## src/rtl/ad7276_axis_packer_pkg.sv

```systemverilog
`default_nettype none
// ============================================================================
//  Module   : ad7276_pkg
//  Purpose  : Shared widths and the sample-pair packing function for the
//             AD7276 AXI4-Stream packer.
//  Revision : 1.0
// ============================================================================
package ad7276_pkg;

    localparam int ADC_DATA_W  = 12;
    localparam int AXIS_DATA_W = 32;
    localparam int PAD_W       = 4;

    typedef logic [ADC_DATA_W-1:0]  adc_sample_t;
    typedef logic [AXIS_DATA_W-1:0] axis_word_t;

    // A disabled channel is sent as zero so the word layout never shifts.
    function automatic axis_word_t pack_word(input adc_sample_t ch0,
                                             input adc_sample_t ch1,
                                             input logic        en0,
                                             input logic        en1);
        adc_sample_t f0;
        adc_sample_t f1;
        f0 = en0 ? ch0 : '0;
        f1 = en1 ? ch1 : '0;
        return {{PAD_W{1'b0}}, f1, {PAD_W{1'b0}}, f0};
    endfunction

endpackage
`default_nettype wire

```

## src/rtl/ad7276_axis_packer_if.sv

```systemverilog
`default_nettype none
// ============================================================================
//  Module   : ad7276_axis_packer_if
//  Purpose  : AXI4-Stream bus carrying packed AD7276 sample pairs.
//  Revision : 1.0
// ============================================================================
interface ad7276_axis_packer_if;
    import ad7276_pkg::*;

    axis_word_t tdata;
    logic       tvalid;
    logic       tready;
    logic       tlast;

    modport master (output tdata, output tvalid, output tlast, input  tready);
    modport slave  (input  tdata, input  tvalid, input  tlast, output tready);

endinterface
`default_nettype wire

```

## src/rtl/ad7276_axis_packer_fifo.sv

```systemverilog
`default_nettype none
// ============================================================================
//  Module   : axis_sample_fifo
//  Purpose  : Synchronous first-word-fall-through FIFO; head entry is always
//             visible on rdata while not empty.
//  Revision : 1.0
// ============================================================================
module axis_sample_fifo #(
    parameter int DEPTH = 16,
    parameter int WIDTH = 32
) (
    input  wire logic                     clk,
    input  wire logic                     rst_n,
    input  wire logic                     push,
    input  wire logic [WIDTH-1:0]         wdata,
    input  wire logic                     pop,
    output logic      [WIDTH-1:0]         rdata,
    output logic                          full,
    output logic                          empty,
    output logic      [$clog2(DEPTH):0]   level
);

    localparam int            c_AW   = $clog2(DEPTH);
    localparam logic [c_AW:0] c_FULL = (c_AW+1)'(DEPTH);

    logic [WIDTH-1:0] r_mem [DEPTH];
    logic [c_AW-1:0]  r_wr_ptr;
    logic [c_AW-1:0]  r_rd_ptr;
    logic [c_AW:0]    r_level;
    logic             w_push;
    logic             w_pop;

    assign full   = (r_level == c_FULL);
    assign empty  = (r_level == '0);
    assign level  = r_level;
    assign rdata  = r_mem[r_rd_ptr];
    assign w_push = push & ~full;
    assign w_pop  = pop & ~empty;

    always_ff @(posedge clk) begin
        if (w_push) begin
            r_mem[r_wr_ptr] <= wdata;
        end
    end

    // Power-of-two depth lets the pointers wrap naturally.
    always_ff @(posedge clk or negedge rst_n) begin
        if (!rst_n) begin
            r_wr_ptr <= '0;
            r_rd_ptr <= '0;
            r_level  <= '0;
        end else begin
            if (w_push) r_wr_ptr <= r_wr_ptr + 1'b1;
            if (w_pop)  r_rd_ptr <= r_rd_ptr + 1'b1;
            case ({w_push, w_pop})
                2'b10:   r_level <= r_level + 1'b1;
                2'b01:   r_level <= r_level - 1'b1;
                default: r_level <= r_level;
            endcase
        end
    end

endmodule
`default_nettype wire

```

## src/rtl/ad7276_axis_packer.sv

```systemverilog
`default_nettype none
// ============================================================================
//  Module   : ad7276_axis_packer
//  Purpose  : Captures AD7276 sample pairs on data-ready rising edges, packs
//             them into 32-bit words and streams them out with TLAST framing.
//  Revision : 1.0
// ============================================================================
module ad7276_axis_packer
    import ad7276_pkg::*;
#(
    parameter int FIFO_DEPTH = 16,
    parameter int PACKET_LEN = 256,
    parameter int CNT_W      = 16
) (
    input  wire logic                          fpga_clk_i,
    input  wire logic                          reset_n_i,
    input  wire logic                          enable_i,
    input  wire logic                          en_0_i,
    input  wire logic                          en_1_i,
    input  wire logic                          data_rdy_i,
    input  wire logic [ADC_DATA_W-1:0]         data_0_i,
    input  wire logic [ADC_DATA_W-1:0]         data_1_i,
    input  wire logic                          clr_ovf_i,
    ad7276_axis_packer_if.master               m_axis,
    output logic      [$clog2(FIFO_DEPTH):0]   fifo_level_o,
    output logic                               overflow_o,
    output logic      [CNT_W-1:0]              drop_cnt_o
);

    localparam logic [15:0] c_LAST_BEAT = 16'(PACKET_LEN - 1);

    logic             r_rdy_q;
    logic [15:0]      r_beat_cnt;
    logic             r_overflow;
    logic [CNT_W-1:0] r_drop_cnt;

    logic             w_push_req;
    logic             w_fifo_full;
    logic             w_fifo_empty;
    logic             w_drop;
    logic             w_pop;
    axis_word_t       w_push_word;

    assign w_push_req  = data_rdy_i & ~r_rdy_q & enable_i;
    assign w_push_word = pack_word(data_0_i, data_1_i, en_0_i, en_1_i);
    // Fullness is judged before this cycle's pop, so a full FIFO drops even
    // when a beat leaves in the same cycle.
    assign w_drop      = w_push_req & w_fifo_full;
    assign w_pop       = m_axis.tvalid & m_axis.tready;

    assign m_axis.tvalid = ~w_fifo_empty;
    assign m_axis.tlast  = m_axis.tvalid & (r_beat_cnt == c_LAST_BEAT);
    assign overflow_o    = r_overflow;
    assign drop_cnt_o    = r_drop_cnt;

    axis_sample_fifo #(
        .DEPTH (FIFO_DEPTH),
        .WIDTH (AXIS_DATA_W)
    ) u_fifo (
        .clk   (fpga_clk_i),
        .rst_n (reset_n_i),
        .push  (w_push_req),
        .wdata (w_push_word),
        .pop   (w_pop),
        .rdata (m_axis.tdata),
        .full  (w_fifo_full),
        .empty (w_fifo_empty),
        .level (fifo_level_o)
    );

    always_ff @(posedge fpga_clk_i or negedge reset_n_i) begin
        if (!reset_n_i) begin
            r_rdy_q    <= 1'b0;
            r_beat_cnt <= '0;
        end else begin
            r_rdy_q <= data_rdy_i;
            if (w_pop) begin
                r_beat_cnt <= m_axis.tlast ? '0 : r_beat_cnt + 1'b1;
            end
        end
    end

    always_ff @(posedge fpga_clk_i or negedge reset_n_i) begin
        if (!reset_n_i) begin
            r_overflow <= 1'b0;
            r_drop_cnt <= '0;
        end else if (w_drop) begin
            r_overflow <= 1'b1;
            if (clr_ovf_i)            r_drop_cnt <= CNT_W'(1);
            else if (r_drop_cnt != '1) r_drop_cnt <= r_drop_cnt + 1'b1;
        end else if (clr_ovf_i) begin
            r_overflow <= 1'b0;
            r_drop_cnt <= '0;
        end
    end

endmodule
`default_nettype wire
```

## src/flat_wrapper.sv

```systemverilog
// flat-port wrapper written by rule: the top's interface ports become plain ports
module ad7276_axis_packer_flat import ad7276_pkg::*;
#(
    parameter int FIFO_DEPTH = 16,
    parameter int PACKET_LEN = 256,
    parameter int CNT_W      = 16
)
  (fpga_clk_i, reset_n_i, enable_i, en_0_i, en_1_i, data_rdy_i, data_0_i, data_1_i, clr_ovf_i, fifo_level_o, overflow_o, drop_cnt_o, m_axis_tdata, m_axis_tvalid, m_axis_tlast, m_axis_tready);
  ad7276_axis_packer_if m_axis_i ();
  input  wire logic fpga_clk_i;
  input  wire logic reset_n_i;
  input  wire logic enable_i;
  input  wire logic en_0_i;
  input  wire logic en_1_i;
  input  wire logic data_rdy_i;
  input  wire logic [ADC_DATA_W-1:0] data_0_i;
  input  wire logic [ADC_DATA_W-1:0] data_1_i;
  input  wire logic clr_ovf_i;
  output logic      [$clog2(FIFO_DEPTH):0] fifo_level_o;
  output logic overflow_o;
  output logic      [CNT_W-1:0] drop_cnt_o;
  output wire logic [$bits(m_axis_i.tdata)-1:0] m_axis_tdata;
  output wire logic [$bits(m_axis_i.tvalid)-1:0] m_axis_tvalid;
  output wire logic [$bits(m_axis_i.tlast)-1:0] m_axis_tlast;
  input wire logic [$bits(m_axis_i.tready)-1:0] m_axis_tready;
  assign m_axis_tdata = m_axis_i.tdata;
  assign m_axis_tvalid = m_axis_i.tvalid;
  assign m_axis_tlast = m_axis_i.tlast;
  assign m_axis_i.tready = m_axis_tready;
  ad7276_axis_packer #(.FIFO_DEPTH(FIFO_DEPTH), .PACKET_LEN(PACKET_LEN), .CNT_W(CNT_W)) u_core (.fpga_clk_i(fpga_clk_i), .reset_n_i(reset_n_i), .enable_i(enable_i), .en_0_i(en_0_i), .en_1_i(en_1_i), .data_rdy_i(data_rdy_i), .data_0_i(data_0_i), .data_1_i(data_1_i), .clr_ovf_i(clr_ovf_i), .m_axis(m_axis_i), .fifo_level_o(fifo_level_o), .overflow_o(overflow_o), .drop_cnt_o(drop_cnt_o));
endmodule
```

## config.mk

```make
export PLATFORM = sky130hd
export DESIGN_NAME = ad7276_axis_packer_flat
export DESIGN_NICKNAME = d
export VERILOG_FILES = /design/src/rtl/ad7276_axis_packer_pkg.sv /design/src/rtl/ad7276_axis_packer_if.sv /design/src/rtl/ad7276_axis_packer_fifo.sv /design/src/rtl/ad7276_axis_packer.sv /design/src/flat_wrapper.sv
export SDC_FILE = /design/constraint.sdc
export NUM_CORES = 1
export LEC_CHECK = 0
export ABC_AREA = 1
export CAP_MARGIN = 20
export CORE_MARGIN = 8
export CORE_UTILIZATION = 54
export CTS_CLUSTER_DIAMETER = 60
export CTS_CLUSTER_SIZE = 20
export DETAILED_ROUTE_END_ITERATION = 8
export GPL_ROUTABILITY_DRIVEN = 1
export GPL_TIMING_DRIVEN = 0
export PLACE_DENSITY_LB_ADDON = 0.15
export SYNTH_ARGS = -nofsm -noshare
export SYNTH_HDL_FRONTEND = slang
export SYNTH_SLANG_ARGS = --single-unit
```

## constraint.sdc

```tcl
create_clock -name fpga_clk_i -period 2.6 [get_ports fpga_clk_i]
set_clock_uncertainty 0.15 [all_clocks]
set_input_delay 0.52 -clock fpga_clk_i [delete_from_list [all_inputs] [get_ports fpga_clk_i]]
set_output_delay 0.52 -clock fpga_clk_i [all_outputs]
set_load 0.02 [all_outputs]
```

Word level (Yosys, flattened, before mapping)
Memory sizes are Yosys's and may differ from the RTL's.
Index checks and enable logic that the tools add are counted.

operators by class
  bitwise gates (word level) = 10
  equal/unequal tests = 5
  multiplexer cells = 12
  add/subtract/negate cells = 6
  reductions and logical operators = 5

operator list
  kind                                                   number
  2-to-1 mux 16 bit                                      5
  adder 16 x 1 -> 16 bit (second input constant)         2
  2-to-1 mux 12 bit                                      2
  equality test 16 x 8 -> 1 bit (second input constant)  1
  inequality test 16 bit (second input constant)         1
  case mux 5 bit (2 select lines)                        1
  adder 4 x 1 -> 4 bit (second input constant)           2
  AND 1 bit                                              7
  nonzero test 2 bit                                     3
  adder 5 x 1 -> 5 bit (second input constant)           1
  equality test 5 bit (second input constant)            1
  zero test 5 bit                                        1
  subtractor 5 x 1 -> 5 bit (second input constant)      1
  2-to-1 mux 1 bit                                       4
  inverter 1 bit                                         3
  equality test 2 x 1 -> 1 bit (second input constant)   1
  equality test 2 bit (second input constant)            1
  AND reduction 2 bit                                    1

word-level totals
  memories = 1
  output and inout port bits = 56
  bits in writable memories = 384
  input bits = 32
  logic and storage cells = 46
  register bits after elaboration = 47

memory list
  memory               depth  bits a word  read ports  clocked after Yosys merged registers in  wr ports  line                           source
  u_core.u_fifo.r_mem  16     24           1           0                                        1         ad7276_axis_packer_fifo.sv:26  logic [WIDTH-1:0] r_mem [DEPTH];

Depth between registers and ports, before layout
Gate-level depths: netlist (run 1).

  depth after elaboration = 6
  depth in mapped cells = 18
  mapped depth without buffers = 17

Modules after synthesis
Synthesis (run 1) repeated with hierarchy kept, for this count alone.

unflattened totals
  cell total of the unflattened synthesis = 2467
  area, all modules = 24483.5 um2

modules (own cells, without submodules)
  module              area each (um2)  cells each  instances  sequential area each (um2)
  axis_sample_fifo    22191.3          2113        1          15700.1
  ad7276_axis_packer  2292.2           354         1          850.8

Worst setup path after synthesis (run 1)
Ideal clock, no wire load.

  kind = register -> register
  start = register u_core.u_fifo.r_level[2] (netlist: u_core.u_fifo.level[2])
  end = memory u_core.u_fifo.r_mem[0][0] (netlist name), enable pin
  path buffers = 0
  required time = 2.045 ns
  period minus slack after synthesis = 2.692 ns
  arrival = 2.137 ns
  setup time = 0.405 ns
  stages on the path, launching flop included = 7
  slack = -0.092 ns
  cells stage by stage = dfrtp_1 nor2_1 nand3_1 nand2_1 inv_1 nand2_1 nor2_1

between the ends
  cells in the longest elaborated chain, start to end = 5

ends and longest elaborated chain
  item                                    line                           source
  start: declaration                      ad7276_axis_packer_fifo.sv:29  logic [c_AW:0] r_level;
  start signal: assignment                ad7276_axis_packer_fifo.sv:56  2'b10: r_level <= r_level + 1'b1;
  start signal: assignment                ad7276_axis_packer_fifo.sv:57  2'b01: r_level <= r_level - 1'b1;
  start signal: assignment                ad7276_axis_packer_fifo.sv:58  default: r_level <= r_level;
  equality test 5 bit                     ad7276_axis_packer_fifo.sv:33  assign full = (r_level == c_FULL);
  inverter 1 bit                          ad7276_axis_packer_fifo.sv:37  assign w_push = push & ~full;
  AND 1 bit                               ad7276_axis_packer_fifo.sv:37
  2-to-1 mux 1 bit                        ad7276_axis_packer_fifo.sv:41  if (w_push) begin
  2-to-1 mux 1 bit (implied by the code)  ad7276_axis_packer_fifo.sv:42  r_mem[r_wr_ptr] <= wdata;
  end: declaration                        ad7276_axis_packer_fifo.sv:26

No other way between the ends.

Worst setup path in the final report (run 1)
  start = register u_core.u_fifo.r_rd_ptr[0]
  end = output port m_axis_tdata[6]

between the ends
  cells in the longest elaborated chain, start to end = 1

ends and longest elaborated chain
  item                       line                           source
  start: declaration         ad7276_axis_packer_fifo.sv:28  logic [c_AW-1:0] r_rd_ptr;
  start signal: assignment   ad7276_axis_packer_fifo.sv:54  if (w_pop) r_rd_ptr <= r_rd_ptr + 1'b1;
  memory read (16 x 24 bit)  -
  end: declaration           flat_wrapper.sv:22             output wire logic [$bits(m_axis_i.tdata)-1:0] m_axis_tdata;

No other way between the ends.

==> results of run 1 <==
==> synth_stat cells, types with 16 or more instances <==
| cell | instances |
|---|---|
| dfrtp_1 | 47 |
| o21ai_0 | 191 |
| nand2_1 | 188 |
| edfxtp_1 | 384 |
| inv_1 | 88 |
| o21ai_1 | 17 |
| clkbuf_1 | 39 |
| o211ai_1 | 48 |
| buf_4 | 21 |
| nand3_1 | 126 |
| xor2_1 | 16 |
| a21oi_1 | 26 |
| nor2_1 | 343 |
==> metrics by stage <==
step | std cells | total power, mW | setup slack [ns] | utilization, % | area, um2
final | 2289 | 23.46 | -0.4331 | 67.09 | 22500
after CTS | 2265 | 22.29 | -0.3841 | 64.87 | 21750
after floorplan | 1638 | 13.13 | -0.09173 | - | 18400
after detailed placement | 2168 | 16.76 | -0.7093 | 59.46 | 19940
after global routing | 2288 | 24.37 | -0.5042 | 67.08 | 22490
after global placement | 2165 | 16.50 | -2.011 | 58.90 | 19750
==> state kept, by name, summed over array words and instances (netlist names) <==
signal,cells
u_core.u_fifo.r_mem,384
u_core.u_fifo.r_wr_ptr,4
u_core.u_fifo.level,5
u_core.overflow_o,1
u_core.u_fifo.r_rd_ptr,4
u_core.r_beat_cnt,16
u_core.drop_cnt_o,16
u_core.r_rdy_q,1
==> routing by layer <==
metal / GRT usage, % / part of all wire (%) / vias up
li1: - / - / 6041
met1: 35.08 / 38 / 6632
met2: 41.45 / 46 / 842
met3: 5.148 / 12 / 162
met4: 9.987 / 3.9 / 0
met5: 0 / 0 / -
==> worst max-delay path, cell delays in order, from the launching register on <==
cell and delay [ns]:
dfrtp_2 0.47, buf_6 0.17, clkbuf_16 0.17, buf_8 0.15, nor2_1 0.12, nor2_1 0.05
o21ai_0 0.10, o211ai_1 0.15, nand3_2 0.15, nand2_2 0.09, buf_4 0.16
==> power breakdown <==
part	internal, mW	total, mW	switching [mW]
registers	7.84	8.08	0.236
clock network	2.38	4.85	2.47
logic	3.76	10.5	6.77
total	14.0	23.5	9.47
==> timing repair <==
| action | in CTS | in global routing |
|---|---|---|
| hold endpoints to repair | 14 | 0 |
| pin swaps | 48 | 75 |
| setup buffers | 30 | 18 |
| endpoints found under the setup margin | 292 | 208 |
| gates resized for setup | 288 | 115 |
| cloned | 12 | 6 |
| hold buffers | 1 | 0 |
==> path summary, 6_finish.rpt <==
check / to / cells past startpoint
min in group fpga_clk_i: u_core.r_rdy_q / 1
worst max register to register: u_core.u_fifo.r_mem[3][6] / 6
max in group asynchronous: u_core.u_fifo.r_rd_ptr[0] / 3
worst min-delay path: u_core.u_fifo.r_wr_ptr[2] / 2
worst min register to register: u_core.overflow_o / 2
worst max-delay path: m_axis_tdata[6] / 10
==> cell type report <==
type / instances / share of cell area [%]
inverters: 94 / 1.630
flip-flops and latches: 431 / 56.52
multi-input cells: 1036 / 24.09
diodes: 1 / 0.01112
well taps: 448 / 2.492
clock inverters: 15 / 0.7342
plain buffers: 90 / 3.710
clock buffers: 39 / 3.626
repair buffers: 135 / 7.192
==> logic make-up (layout without fill, tap and decap cells) <==
| logic type | Yosys count | in the layout | synth area share [%] |
|---|---|---|---|
| and+or+nand+nor | 690 | 704 | 15.54 |
| DFF | 431 | 431 | 69.17 |
| AOI/OAI and AO/OA | 290 | 290 | 8.684 |
| buffers and inverters | 185 | 373 | 4.740 |
| xor gates and xnor gates | 23 | 23 | 1.096 |
| adders and majority gates | 11 | 11 | 0.7492 |
| other | 1 | 9 | 0.02041 |
==> impl_metrics.tcl, run 1 <==
set metrics [dict create \
    drtIter0Drc 1783 \
    htreeDepth 1 \
    drc_errors 0 \
    crit_type "reg -> out" \
    cts_inserted_buffers 30 \
    hp-class "in -> async" \
    synth_top_area_share_pct 62.77 \
    violations "negative setup slack" \
    max-clock-path-buffers 3 \
    fp.dieArea_um2 40180 \
    hold_slack_ns 0.2447 \
    wl_per_cell_um 24.55 \
    start_util_pct 54.79 \
    min_period_ns 3.033 \
    clkLatencyLatePin_ns 0.59 \
    nFillCells 2418 \
    p_per_area_nw_per_um2 1043 \
    hold_viol_final 0 \
    yosysWarnings 0 \
    rsz0062_at_grt "true" \
    finalSetupTns_ns -8.328 \
    synth_area_leaders "edfxtp_1, nor2_1, dfrtp_1" \
    overflow 0 \
    period_share_pct 116.7 \
    r2r-start "u_core.u_fifo.level[2]" \
    grt_max_degree 34 \
    endpoint_kind "primary output" \
    crit_path_start "u_core.u_fifo.r_rd_ptr[0]" \
    finalMaxSlewViolations 0 \
    nets 1861 \
    tightest_slew_ns 0.9107 \
    drv_cap 0 \
    dieWidth_um 200.4 \
    fp.dieH_um 200.4 \
    cts_tree "done" \
    p_leak_nw 8.261 \
    arrival_ns 2.36 \
    row_count 67 \
    grt_pass1_wl_um 79630 \
    via_per_inst 5.975 \
    cts.sinks 431 \
    status "complete, but fails checks" \
    multi_input_area_um2 5419 \
    core_area_um2 33530 \
    io_buffers 79 \
    worst_slack_ns -0.4331 \
    dr.pass1.iters 6 \
    slew_headroom_pct 39.14 \
    yosys.cell_types.count 35 \
    grtUsageTotal_pct 26.02 \
    area_growth_pct 22.45 \
    ys_seq_elements 431 \
    dp_hpwl_um 31760 \
    via_count 13680 \
    wirelength_um 56200 \
    synth_area_um2 18370 \
    cts_root_buf "clkbuf_16" \
    ys_async_sr_fraction_pct 10.90 \
    max_freq_mhz 329.7 \
    synthCells 1631 \
    ys_seq_area_share_pct 69.17 \
    worstPathRequired_ns 1.93 \
    antenna_found_initial 1 \
    detail-route-antenna-nets 0 \
    synth_edf_count 384 \
    synth_top_cell_by_area "edfxtp_1" \
    io_pins 88 \
    grt_pass1_vias 12910 \
    cp_max_fo 10 \
    ff_latch_area_um2 12710 \
    syn_avg_cell_area_um2 11.26 \
    critPathLaunchType "flop" \
    synth_flop_cell "edfxtp_1" \
    gp_congestion 0.8705 \
    r2r_setup_slack_ns 0.12 \
    setup_viol 24 \
    peakVddDrop_mv 0.7928 \
    mostFrequentLayoutCell "edfxtp_1" \
    clkTransAtPathRegs_ns 0.09 \
    final_cell_mix "edfxtp_1, nor2_1, nand2_1, o21ai_0, nand3_1" \
    final_layout_size_suffix_gt1_share_pct 18.80 \
]
(Power assumes the default switching activity.)
==> inputs of run 2 (changes only) <==
--- a/config.mk
+++ b/config.mk
@@ -5,8 +5,7 @@
 export SDC_FILE = /design/constraint.sdc
 export NUM_CORES = 1
 export LEC_CHECK = 0
-export ABC_AREA = 1
-export CAP_MARGIN = 20
+export CAP_MARGIN = 10
 export CORE_MARGIN = 8
 export CORE_UTILIZATION = 54
 export CTS_CLUSTER_DIAMETER = 60
==> run 2 against run 1 <==
The run still ends with negative setup slack left. Combinational power shrank 32%. Sequential share of layout area up 4.5 points. Sequential cell count unchanged. Critical path type unchanged. Largest cell class unchanged. Largest power group is now registers.
==> impl_metrics.tcl, run 2 <==
set metrics [dict create \
    swShare_pct 29.89 \
    final_cell_mix "edfxtp_1, mux4_2, clkdlybuf4s50_1, dfrtp_1, buf_4" \
    violations "negative setup slack" \
    yosys.cell_count.top_type "edfxtp_1" \
    synth_edf_count 384 \
    start_util_pct 54.49 \
    internal_power_mw 14.35 \
    finalMaxSlewViolations 0 \
    p_comb_share_pct 35.0 \
    row_count 65 \
    dr.pass1.iters 5 \
    worstPathRequired_ns 1.93 \
    synth_top_cell_by_area "edfxtp_1" \
    yosysWarnings 0 \
    drc_errors 0 \
    dieWidth_um 194.0 \
    area_growth_pct 21.83 \
    pwr-share-clk_pct 25.3 \
    fp.dieArea_um2 37630 \
    dp_hpwl_um 22360 \
    grtUsageTotal_pct 20.16 \
    via_count 8538 \
    p_leak_nw 6.956 \
    synthCells 829 \
    peakVddDrop_mv 0.5959 \
    cts.sinks 431 \
    final_cell_count_no_fill 1428 \
    crit_type "reg -> out" \
    max-clock-path-buffers 3 \
    setup_viol 29 \
    nFillCells 2031 \
    mostFrequentLayoutCell "edfxtp_1" \
    ys_seq_area_share_pct 74.29 \
    slew_headroom_pct 56.39 \
    gp_congestion 0.7788 \
    hold_slack_ns 0.2710 \
    wl_per_cell_um 26.79 \
    nets 1048 \
    wirelength_um 38260 \
    fp.dieH_um 194.0 \
    overflow 0 \
    arrival_ns 2.62 \
    multi_input_area_um2 4468 \
    drv_cap 0 \
    max_freq_mhz 304.3 \
    grt_max_degree 31 \
    final_layout_size_suffix_gt1_share_pct 34.21 \
    clkLatencyLatePin_ns 0.57 \
    rsz0062_at_grt "true" \
    io_buffers 79 \
    ys_async_sr_fraction_pct 10.90 \
    synth_area_um2 17110 \
    synth_top_area_share_pct 67.41 \
    critPathLaunchType "flop" \
    grt_pass1_vias 8763 \
    htreeDepth 1 \
    power_mw 20.48 \
    core_area_um2 31390 \
    antenna_found_initial 0 \
    cts_root_buf "clkbuf_16" \
    synth_common_cells "edfxtp_1, mux4_2, dfrtp_1" \
    seqPwrFrac_pct 39.7 \
    tightest_slew_ns 0.6542 \
    diodes 0 \
    worst_slack_ns -0.6866 \
    cts_tree "done" \
    r2r_setup_slack_ns -0.19 \
    clkTransAtPathRegs_ns 0.08 \
    largest_reg_flops 384 \
    status "complete, but fails checks" \
    reg2reg_to "u_core.u_fifo.level[4]" \
    hp-class "in -> async" \
    synth_area_leaders "edfxtp_1, mux4_2, dfrtp_1" \
    cts_inserted_buffers 31 \
    synth_flop_cell "edfxtp_1" \
    ys_seq_elements 431 \
    min_period_ns 3.287 \
    placed_cells 1332 \
    hold_viol_final 0 \
    power_switching_mw 6.121 \
    endpoint_kind "primary output" \
    detail-route-antenna-nets 0 \
    grt_pass1_wl_um 56820 \
    finalSetupTns_ns -16.29 \
    reg2reg_depth 11 \
    top_register "u_core.u_fifo.r_mem" \
    drtIter0Drc 703 \
    syn_avg_cell_area_um2 20.63 \
    period_share_pct 126.4 \
    io_pins 88 \
    cp_max_fo 10 \
    p_per_area_nw_per_um2 982.5 \
    r2r-start "u_core.u_fifo.level[2]" \
    post-route-util_pct 66.39 \
    via_per_inst 5.979 \
    ff_latch_area_um2 12710 \
    yosys.cell_types.count 51 \
]
[run 2: cell types whose count changed after synthesis, sizes merged, moves of 13 or more]
cell,delta
nand3,-116
inv,-80
o211ai,-44
xnor2,+13
and2,+26
clkbuf,-18
a21oi,-13
buf,-27
o21ai,-197
nor2,-319
nand2,-177
mux4,+120
[run 2: area by class of cell]
cell class / instances / area share [%]
flip-flops and latches: 431 / 61.01
clock inverters: 22 / 1.417
clock buffers: 32 / 3.740
plain buffers: 40 / 1.963
well taps: 402 / 2.414
inverters: 12 / 0.2402
repair buffers: 139 / 7.775
multi-input cells: 350 / 21.44
[run 2: worst max path at each step]
stage                                    from                         end  slack (ns)
floorplan              u_core.u_fifo.level[2]      u_core.u_fifo.level[4]       -0.20
global placement                   data_rdy_i  u_core.u_fifo.r_mem[12][2]       -1.27
detailed placement  u_core.u_fifo.r_rd_ptr[2]            m_axis_tdata[18]       -1.22
CTS                 u_core.u_fifo.r_rd_ptr[0]            m_axis_tdata[27]       -0.72
global route        u_core.u_fifo.r_rd_ptr[0]            m_axis_tdata[10]       -0.74
finish              u_core.u_fifo.r_rd_ptr[0]            m_axis_tdata[19]       -0.69
[run 2: repair_timing]
item                                    4_1_cts  5_1_grt
cloned                                        5        3
endpoints found under the setup margin      312      109
resized for setup                           218       32
setup buffers                                33        8
endpoints found under the hold margin        17        0
pin swaps                                    22       18
hold buffers                                  1        0
[run 2: critical path, cell delays in order (launching register included)]
cell and delay (ns):
dfrtp_1 0.39, buf_8 0.14, buf_6 0.12, buf_12 0.16
mux4_2 0.52, mux4_2 0.53, buf_2 0.19
[run 2: logic make-up after synthesis]
kind of cell	count (synthesis)	share of synthesized area (%)
AO/OA/AOI/OAI	41	1.492
XOR/XNOR	33	1.690
adder cells (fa/ha/maj)	11	0.8046
buffers and inverters	58	1.595
flip-flops	431	74.29
multiplexers	123	15.98
other	1	0.02192
AND/OR/NAND/NOR	131	4.126
[run 2: power groups by stage]
stage	Clock [mW]	Sequential [mW]	Combinational, mW
after global routing	5.48	8.17	7.59
after CTS	5.24	8.10	7.01
after detailed placement	0	8.17	6.30
after floorplan	0	8.18	4.11
final	5.17	8.13	7.17
after global placement	0	8.17	6.19
[run 2: metal layers]
| layer | wire length (um) | track usage, % | share of wire, % | vias up |
|---|---|---|---|---|
| met5 | 0 | 0 | 0 | - |
| met4 | 567 | 3.989 | 1.5 | 0 |
| met3 | 2055 | 2.846 | 5.4 | 38 |
| met2 | 19420 | 34.49 | 51 | 260 |
| met1 | 16220 | 27.63 | 42 | 4526 |
| li1 | - | - | - | 3714 |
[run 2: through the flow]
| stage | cell area (um2) | setup slack (ns) |
|---|---|---|
| 4_1_cts | 20640 | -0.7183 |
| 2_1_floorplan | 17280 | -0.2044 |
| 5_1_grt | 20840 | -0.7402 |
| 3_3_place_gp | 18570 | -1.272 |
| 3_5_place_dp | 18950 | -1.217 |
| 6_report | 20840 | -0.6866 |
==> inputs of run 3 (changes only) <==
--- a/config.mk
+++ b/config.mk
@@ -5,7 +5,6 @@
 export SDC_FILE = /design/constraint.sdc
 export NUM_CORES = 1
 export LEC_CHECK = 0
-export CAP_MARGIN = 10
 export CORE_MARGIN = 8
 export CORE_UTILIZATION = 54
 export CTS_CLUSTER_DIAMETER = 60
==> results of run 3 <==
No change in the layout: final DEF, timing and power equal those of run 2.
